### src/rtl/alu_md_control.sv
// ALU control decoder with an iterative multiply/divide unit and HI/LO registers.
// The core stalls on md_stall and selects md_result for MFHI/MFLO when mf_sel is high.
module alu_md_control #(
  parameter int unsigned WIDTH = 32,
  parameter bit          MD_EN = 1'b1
) (
  input  logic             clk,
  input  logic             rst_n,
  input  logic             instr_valid,
  input  logic [1:0]       ALUOp,
  input  logic [5:0]       Funct,
  input  logic [WIDTH-1:0] src_a,
  input  logic [WIDTH-1:0] src_b,
  output logic [2:0]       ALUControl,
  output logic             illegal,
  output logic             mf_sel,
  output logic [WIDTH-1:0] md_result,
  output logic             md_stall,
  output logic             md_busy,
  output logic             md_done,
  output logic             div_zero,
  output logic [WIDTH-1:0] hi,
  output logic [WIDTH-1:0] lo
);

  localparam logic [5:0] F_ADD   = 6'b100000;
  localparam logic [5:0] F_SUB   = 6'b100010;
  localparam logic [5:0] F_AND   = 6'b100100;
  localparam logic [5:0] F_OR    = 6'b100101;
  localparam logic [5:0] F_SLT   = 6'b101010;
  localparam logic [5:0] F_XOR   = 6'b100110;
  localparam logic [5:0] F_NOR   = 6'b100111;
  localparam logic [5:0] F_SLTU  = 6'b101011;
  localparam logic [5:0] F_MULT  = 6'b011000;
  localparam logic [5:0] F_MULTU = 6'b011001;
  localparam logic [5:0] F_DIV   = 6'b011010;
  localparam logic [5:0] F_DIVU  = 6'b011011;
  localparam logic [5:0] F_MFHI  = 6'b010000;
  localparam logic [5:0] F_MFLO  = 6'b010010;

  localparam int unsigned      CW   = $clog2(WIDTH + 1);
  localparam logic [CW-1:0]    LAST = CW'(WIDTH - 1);

  typedef enum logic [1:0] {
    S_IDLE,
    S_MUL,
    S_DIV,
    S_FIX
  } state_e;

  state_e               state_q;
  logic [CW-1:0]        cnt_q;
  logic [2*WIDTH-1:0]   acc_q;
  logic [WIDTH-1:0]     mcand_q;
  logic [WIDTH-1:0]     orig_a_q;
  logic                 sa_q;
  logic                 neg_q;
  logic                 div_q;
  logic                 zero_q;
  logic                 busy_q;
  logic                 done_q;
  logic                 divz_q;
  logic [WIDTH-1:0]     hi_q;
  logic [WIDTH-1:0]     lo_q;

  logic                 is_md;
  logic                 is_mf;
  logic                 rtype;
  logic                 accept;
  logic                 signed_op;
  logic                 div_op;
  logic                 b_zero;
  logic [WIDTH-1:0]     abs_a;
  logic [WIDTH-1:0]     abs_b;
  logic [WIDTH:0]       mul_sum;
  logic [2*WIDTH-1:0]   mul_acc_d;
  logic [WIDTH:0]       div_trial;
  logic [2*WIDTH-1:0]   div_acc_d;
  logic [2*WIDTH-1:0]   prod_fix;
  logic [WIDTH-1:0]     quo_fix;
  logic [WIDTH-1:0]     rem_fix;

  // Operation decode; unknown codes fall back to add so ALUControl is never X.
  always_comb begin
    ALUControl = 3'b010;
    illegal    = 1'b0;
    is_md      = 1'b0;
    is_mf      = 1'b0;
    case (ALUOp)
      2'b00: ALUControl = 3'b010;
      2'b01: ALUControl = 3'b110;
      2'b11: ALUControl = 3'b001;
      default: begin
        case (Funct)
          F_ADD:  ALUControl = 3'b010;
          F_SUB:  ALUControl = 3'b110;
          F_AND:  ALUControl = 3'b000;
          F_OR:   ALUControl = 3'b001;
          F_SLT:  ALUControl = 3'b111;
          F_XOR:  ALUControl = 3'b011;
          F_NOR:  ALUControl = 3'b100;
          F_SLTU: ALUControl = 3'b101;
          F_MULT, F_MULTU, F_DIV, F_DIVU: begin
            is_md   = MD_EN;
            illegal = ~MD_EN;
          end
          F_MFHI, F_MFLO: begin
            is_mf   = MD_EN;
            illegal = ~MD_EN;
          end
          default: illegal = 1'b1;
        endcase
      end
    endcase
  end

  assign rtype     = (ALUOp == 2'b10);
  assign mf_sel    = instr_valid & rtype & is_mf;
  assign md_stall  = instr_valid & rtype & (is_md | is_mf) & (state_q != S_IDLE);
  assign accept    = instr_valid & rtype & is_md & (state_q == S_IDLE);
  assign md_result = (Funct == F_MFHI) ? hi_q : lo_q;

  assign signed_op = ~Funct[0];
  assign div_op    = Funct[1];
  assign b_zero    = (src_b == '0);
  assign abs_a     = (signed_op & src_a[WIDTH-1]) ? -src_a : src_a;
  assign abs_b     = (signed_op & src_b[WIDTH-1]) ? -src_b : src_b;

  // Shift-add: upper half accumulates, multiplier shifts out of the lower half.
  assign mul_sum   = {1'b0, acc_q[2*WIDTH-1:WIDTH]} + {1'b0, (acc_q[0] ? mcand_q : '0)};
  assign mul_acc_d = {mul_sum, acc_q[WIDTH-1:1]};

  // Restoring divide: {remainder, dividend/quotient} shifts left one bit per step.
  assign div_trial = {acc_q[2*WIDTH-1:WIDTH], acc_q[WIDTH-1]} - {1'b0, mcand_q};
  assign div_acc_d = div_trial[WIDTH]
                   ? {acc_q[2*WIDTH-2:WIDTH-1], acc_q[WIDTH-2:0], 1'b0}
                   : {div_trial[WIDTH-1:0], acc_q[WIDTH-2:0], 1'b1};

  assign prod_fix  = neg_q ? -acc_q : acc_q;
  assign quo_fix   = neg_q ? -acc_q[WIDTH-1:0] : acc_q[WIDTH-1:0];
  assign rem_fix   = sa_q ? -acc_q[2*WIDTH-1:WIDTH] : acc_q[2*WIDTH-1:WIDTH];

  always_ff @(posedge clk or negedge rst_n) begin
    if (!rst_n) begin
      state_q  <= S_IDLE;
      cnt_q    <= '0;
      acc_q    <= '0;
      mcand_q  <= '0;
      orig_a_q <= '0;
      sa_q     <= 1'b0;
      neg_q    <= 1'b0;
      div_q    <= 1'b0;
      zero_q   <= 1'b0;
      busy_q   <= 1'b0;
      done_q   <= 1'b0;
      divz_q   <= 1'b0;
      hi_q     <= '0;
      lo_q     <= '0;
    end else begin
      done_q <= 1'b0;
      divz_q <= 1'b0;
      case (state_q)
        S_IDLE: begin
          if (accept) begin
            mcand_q  <= div_op ? abs_b : abs_a;
            acc_q    <= {{WIDTH{1'b0}}, (div_op ? abs_a : abs_b)};
            orig_a_q <= src_a;
            sa_q     <= signed_op & src_a[WIDTH-1];
            neg_q    <= signed_op & (src_a[WIDTH-1] ^ src_b[WIDTH-1]);
            div_q    <= div_op;
            zero_q   <= div_op & b_zero;
            cnt_q    <= '0;
            busy_q   <= 1'b1;
            if (div_op && b_zero) state_q <= S_FIX;
            else if (div_op)      state_q <= S_DIV;
            else                  state_q <= S_MUL;
          end
        end
        S_MUL: begin
          acc_q <= mul_acc_d;
          cnt_q <= cnt_q + CW'(1);
          if (cnt_q == LAST) state_q <= S_FIX;
        end
        S_DIV: begin
          acc_q <= div_acc_d;
          cnt_q <= cnt_q + CW'(1);
          if (cnt_q == LAST) state_q <= S_FIX;
        end
        default: begin
          if (zero_q) begin
            lo_q   <= '1;
            hi_q   <= orig_a_q;
            divz_q <= 1'b1;
          end else if (div_q) begin
            lo_q <= quo_fix;
            hi_q <= rem_fix;
          end else begin
            hi_q <= prod_fix[2*WIDTH-1:WIDTH];
            lo_q <= prod_fix[WIDTH-1:0];
          end
          done_q  <= 1'b1;
          busy_q  <= 1'b0;
          zero_q  <= 1'b0;
          state_q <= S_IDLE;
        end
      endcase
    end
  end

  assign md_busy  = MD_EN & busy_q;
  assign md_done  = MD_EN & done_q;
  assign div_zero = MD_EN & divz_q;
  assign hi       = hi_q;
  assign lo       = lo_q;

endmodule

### config.mk
export PLATFORM = sky130hd
export DESIGN_NAME = alu_md_control
export DESIGN_NICKNAME = d
export VERILOG_FILES = /design/src/rtl/alu_md_control.sv
export SDC_FILE = /design/constraint.sdc
export NUM_CORES = 1
export LEC_CHECK = 0
export ABC_CLOCK_PERIOD_IN_PS = 10500
export BUFFER_PORTS_ARGS = -buffer_cell sky130_fd_sc_hd__buf_4
export CAP_MARGIN = 20
export CORE_ASPECT_RATIO = 0.75
export CORE_UTILIZATION = 50
export DETAILED_ROUTE_END_ITERATION = 10
export PLACE_DENSITY = 0.69
export SYNTH_ARGS = -nofsm -noshare
export SYNTH_HDL_FRONTEND = slang
export SYNTH_SLANG_ARGS = --single-unit
### constraint.sdc
create_clock -name clk -period 10.5 [get_ports clk]
set_input_delay 0.525 -clock clk [delete_from_list [all_inputs] [get_ports clk]]
set_output_delay 0.525 -clock clk [all_outputs]
set_load 0.1 [all_outputs]
Yosys cells after proc, flatten, opt, wreduce, memory -nomap -nowiden
Cells that the tools add are included.
{"block": "classes", "addsub": 8, "n_eq_ne": 22, "mux": 38, "n_bitwise": 14, "reduce_logical": 18}
{"operator": "$mux 32", "count": 12}
{"operator": "$mux 64", "count": 3}
{"operator": "$pmux 64 s3", "count": 1}
{"operator": "$neg 32->32", "count": 4}
{"operator": "$neg 64->64", "count": 1}
{"operator": "$eq 6x6->1 const B", "count": 8}
{"operator": "$eq 6x5->1 const B", "count": 7}
{"operator": "$add 32x32->33", "count": 1}
{"operator": "$sub 33x32->33", "count": 1}
{"operator": "$logic_not 32->1", "count": 1}
{"operator": "$pmux 3 s7", "count": 1}
{"operator": "$reduce_or 14->1", "count": 1}
{"operator": "$pmux 6 s2", "count": 1}
{"operator": "$mux 1", "count": 11}
{"operator": "$and 1x1->1", "count": 10}
{"operator": "$reduce_and 2->1", "count": 5}
{"operator": "$pmux 3 s3", "count": 1}
{"operator": "$mux 2", "count": 4}
{"operator": "$add 6x1->6 const B", "count": 1}
{"operator": "$eq 2x2->1 const B", "count": 3}
{"operator": "$mux 6", "count": 1}
{"operator": "$reduce_or 3->1", "count": 2}
{"operator": "$eq 2x1->1 const B", "count": 2}
{"operator": "$logic_not 2->1", "count": 2}
{"operator": "12 further kinds", "count": 16}
{"block": "word_totals", "reg_bits": 207, "inputBits": 75, "output_inout_bits": 105}

Depth between registers and ports, before layout
{"block": "depth", "word_depth": 8, "mapped_depth": 15, "depth_no_buf": 14}

Worst setup path before layout
Ideal clock, no wire load.
{"block": "synth_timing", "path_type": "input to output", "start": "input Funct[1]", "end": "output illegal", "arrival_time_ns": 4.097, "required_time_ns": 9.975, "slack_ns": 5.878, "cell_stages": 5, "cell_sequence": "clkbuf_1 > clkbuf_1 > nand3_1 > a21oi_1 > nor4b_1"}
{"block": "synth_via", "elab_chain_len": 4}
{"item": "from (decl)", "line_no": "11", "text": "input logic [5:0] Funct,"}
{"item": "$eq 6x5->1 or $eq 6x6->1 (tied branches)", "line_no": "94", "text": "case (Funct)"}
{"item": "$reduce_or 14->1 (no line) (*)"}
{"item": "$mux 1 (*)", "line_no": "94"}
{"item": "$mux 1 (*)", "line_no": "89", "text": "case (ALUOp)"}
{"item": "to (decl)", "line_no": "15", "text": "output logic illegal,"}
Every way passes the cells marked *; elsewhere a longest branch is shown, timed or not.

Final worst setup path
{"block": "layout_timing", "start": "register acc_q[31]", "end": "register acc_q[33]"}
{"block": "layout_via", "elab_chain_len": 3}
{"item": "from (decl)", "line_no": "53", "text": "logic [2*WIDTH-1:0] acc_q;"}
{"item": "from (signal assigned)", "line_no": "166", "text": "acc_q <= {{WIDTH{1'b0}}, (div_op ? abs_a : abs_b)};"}
{"item": "from (signal assigned)", "line_no": "180", "text": "acc_q <= mul_acc_d;"}
{"item": "from (signal assigned)", "line_no": "185", "text": "acc_q <= div_acc_d;"}
{"item": "$sub 33x32->33", "line_no": "134", "text": "assign div_trial = {acc_q[2*WIDTH-1:WIDTH], acc_q[WIDTH-1]} - {1'b0, mcand_q};"}
{"item": "$mux 64", "line_no": "136", "text": "? {acc_q[2*WIDTH-2:WIDTH-1], acc_q[WIDTH-2:0], 1'b0}"}
{"item": "$pmux 64 s3", "line_no": "162", "text": "case (state_q)"}
Every way passes these cells.
A chain may end at the register's enable or synchronous reset.

==> results.sh <==
export IMPL_ir_drop_mv=0.2806
export IMPL_intPower_uw=2599
export IMPL_grt_overflow=0
export IMPL_timing_final_ws_setup_ps=5937
export IMPL_cts_sinks=207
export IMPL_dr_total_vias=15906
export IMPL_fmax_mhz=219.1
export IMPL_cts_resized=0
export IMPL_grt_pass1_wl_um=86240
export IMPL_ys_types=79
export IMPL_timing_final_crit_share_pct=43.46
export IMPL_cp_end_kind="register"
export IMPL_combPwrFrac_pct=62.1
export IMPL_p_seq_share_pct=23.6
export IMPL_required_ps=10950
export IMPL_rsz0062_at_grt="false"
export IMPL_power_density_nw_per_um2=324.9
export IMPL_stdcell_count=2586
export IMPL_via_per_inst=6.151
export IMPL_final_util_pct=58.10
export IMPL_crit_type="register to register"
export IMPL_first_global_vias=14687
export IMPL_swShare_pct=57.47
export IMPL_dp_hpwl_um=42220
export IMPL_die_w_um=211.4
export IMPL_grt_total_usage_pct=32.92
export IMPL_root_buffer="clkbuf_16"
export IMPL_synth_edf_count=0
export IMPL_cts_hold_buf=0
export IMPL_yosysSeqAreaShare_pct=31.49
export IMPL_clock_skew_ps=14.36
export IMPL_crit_arrival_ps=5010
export IMPL_synth_top_area_share_pct=31.49
export IMPL_numPortBuffers=179
export IMPL_wl_per_cell_um=21.51
export IMPL_ys_warn_count=0
export IMPL_antenna_found_initial=0
export IMPL_synth_seq_cells=207
export IMPL_async_reset_ff_share_pct=100.0
export IMPL_die_y_um=159.1
export IMPL_finalSetupViolations=0
export IMPL_status="complete, but fails checks"
export IMPL_final_max_slew_viol_count=0
export IMPL_min_period_ps=4563
export IMPL_drtPass1Iterations=6
export IMPL_drt_total_wl_um=55620
export IMPL_hold_slack_ps=-48.17
export IMPL_cts_tree="yes"
export IMPL_path_clk_slew_ps=70
export IMPL_tightestPinTransition_ps=1005
export IMPL_drive_above_1_share_pct=15.35
export IMPL_num_rows=57
export IMPL_syn_mean_instance_area_um2=8.086
export IMPL_clk_latency_ps=540
export IMPL_hold_class="primary input to asynchronous set/reset pin"
export IMPL_fin_tns_setup_ps=0
export IMPL_ant_nets=0
export IMPL_leakage_uw=0.008461
export IMPL_slew_headroom_pct=32.30
export IMPL_dieArea_um2=33630
export IMPL_cts_buffers=24
export IMPL_clockBufferDepth=3
export IMPL_start_kind="register"
export IMPL_synthesis_area_um2=16450
export IMPL_routabilityCongestion=1.028
export IMPL_clkPwrFrac_pct=14.3
export IMPL_drc_errors=0
export IMPL_synth_cells=2034
export IMPL_grt_max_degree=93
export IMPL_finalHoldViolCount=6
export IMPL_ioPinCount=180
export IMPL_failed_checks="negative hold slack"
export IMPL_crit_fanout=38
export IMPL_maxCapViolations=0
export IMPL_pre_cts_ws_ps=6099
export IMPL_synth_nets=2184
export IMPL_start_util_pct=50.80
export IMPL_cts_setup_buffers=0
export IMPL_htreeDepth=1
export IMPL_place_inst=2545
export IMPL_syn2layout_area_growth_pct=14.37
export IMPL_synthFlopType="dfrtp_1"
export IMPL_switchingPower_uw=3512
export IMPL_antenna_cells=0
export IMPL_synth_area_leaders="dfrtp_1 31%, a21oi_1 6.6%, nor2_1 5.6%"
export IMPL_core_area_um2=32380
export IMPL_nets=2280
export IMPL_post_synth_top_area_cell="dfrtp_1"
export IMPL_drtIter0Drc=1802
Yosys cell counts (18+ instances only):
| cell | n |
|---|---|
| ha_1 | 73 |
| xor2_1 | 89 |
| a21o_1 | 27 |
| nand2b_1 | 23 |
| o21ai_0 | 178 |
| a21oi_1 | 218 |
| nor3_1 | 24 |
| mux2_2 | 69 |
| inv_1 | 80 |
| nor2_1 | 244 |
| clkbuf_1 | 109 |
| nand3_1 | 24 |
| a22oi_1 | 54 |
| xnor2_1 | 87 |
| o31ai_1 | 20 |
| mux2i_1 | 40 |
| dfrtp_1 | 207 |
| nand2_1 | 181 |
| o211ai_1 | 18 |
power groups by stage:
stage,clock [uW],sequential (uW),combinational [uW]
floorplan,0,2120,2110
global placement,0,1420,3710
detailed placement,0,1440,3740
CTS,879,1430,3760
global route,912,1470,4040
finish,875,1440,3800
flip-flops by register name, indices dropped and copies added (netlist names):
signal / count
acc_q: 64
cnt_q: 6
div_q: 1
div_zero: 1
hi: 32
lo: 32
mcand_q: 32
md_busy: 1
md_done: 1
neg_q: 1
orig_a_q: 32
sa_q: 1
state_q: 2
zero_q: 1
path summary, 6_finish.rpt:
path                                       endpoint  slack, ps  cells past startpoint                    start
hold / removal                acc_q[41]$_DFFE_PN0P_        -50                      1                    rst_n
setup reg to reg              acc_q[33]$_DFFE_PN0P_       5940                     14    acc_q[31]$_DFFE_PN0P_
setup / recovery              acc_q[33]$_DFFE_PN0P_       5940                     14    acc_q[31]$_DFFE_PN0P_
min in group clk           orig_a_q[30]$_DFFE_PN0P_        260                      2                src_a[30]
max in group asynchronous         hi[9]$_DFFE_PN0P_       9240                      2                    rst_n
hold reg to reg             mcand_q[29]$_DFFE_PN0P_        480                      2  mcand_q[29]$_DFFE_PN0P_
stage by stage:
stage	cell area (um2)	total power, uW
after global placement	17970	5131
after floorplan	16450	4229
final	18810	6111
after global routing	18810	6425
after detailed placement	17990	5182
after CTS	18780	6064
cell type report:
class / instances / area [um2]
tap: 442 / 553.0
clock buffer: 31 / 668.1
sequential: 207 / 5180
inverter: 81 / 304.0
clock inverter: 9 / 128.9
fill: 2991 / 13570
timing repair buffer: 201 / 1543
multi-input combinational: 1615 / 10430
layer usage:
layer  share of wire, %  routed length (um)  global-route usage [%]  vias up
met1                 45               25130                   49.81     7618
met5                  0                   0                       0        -
li1                   -                   -                       -     7440
met3                 10                5749                   6.430       91
met2                 42               23320                   47.76      757
met4                2.5                1415                   8.103        0
worst max-delay path, cell delays in order, from the launching register on:
cell and delay, ps:
dfrtp_1 440, inv_1 140, ha_1 190, fa_1 220
nor2b_1 70, o31a_1 280, o21ai_0 450, a211oi_1 220
a211oi_1 730, o211ai_1 210, a31oi_1 270, xnor2_2 140
buf_4 520, mux2_2 400, o21ai_0 160
cells by family (layout without fill, tap and decap cells):
family / after synthesis / in the layout / synth area share, %
muxes: 109 / 109 / 7.159
adders and majority gates: 75 / 75 / 5.797
xor gates and xnor gates: 176 / 176 / 9.372
and+or+nand+nor: 618 / 618 / 17.31
AOI/OAI and AO/OA: 637 / 637 / 23.64
DFF: 207 / 207 / 31.49
buffers and inverters: 212 / 322 / 5.234
placed cells by master, fill, tap and decap left out, types with 71 or more instances in the layout:
cell	instances
nand2_1	181
a21oi_1	218
buf_4	198
ha_1	71
xor2_1	89
nor2_1	244
dfrtp_1	207
inv_1	80
xnor2_1	86
o21ai_0	178
Power figures use the tool's default switching activity.
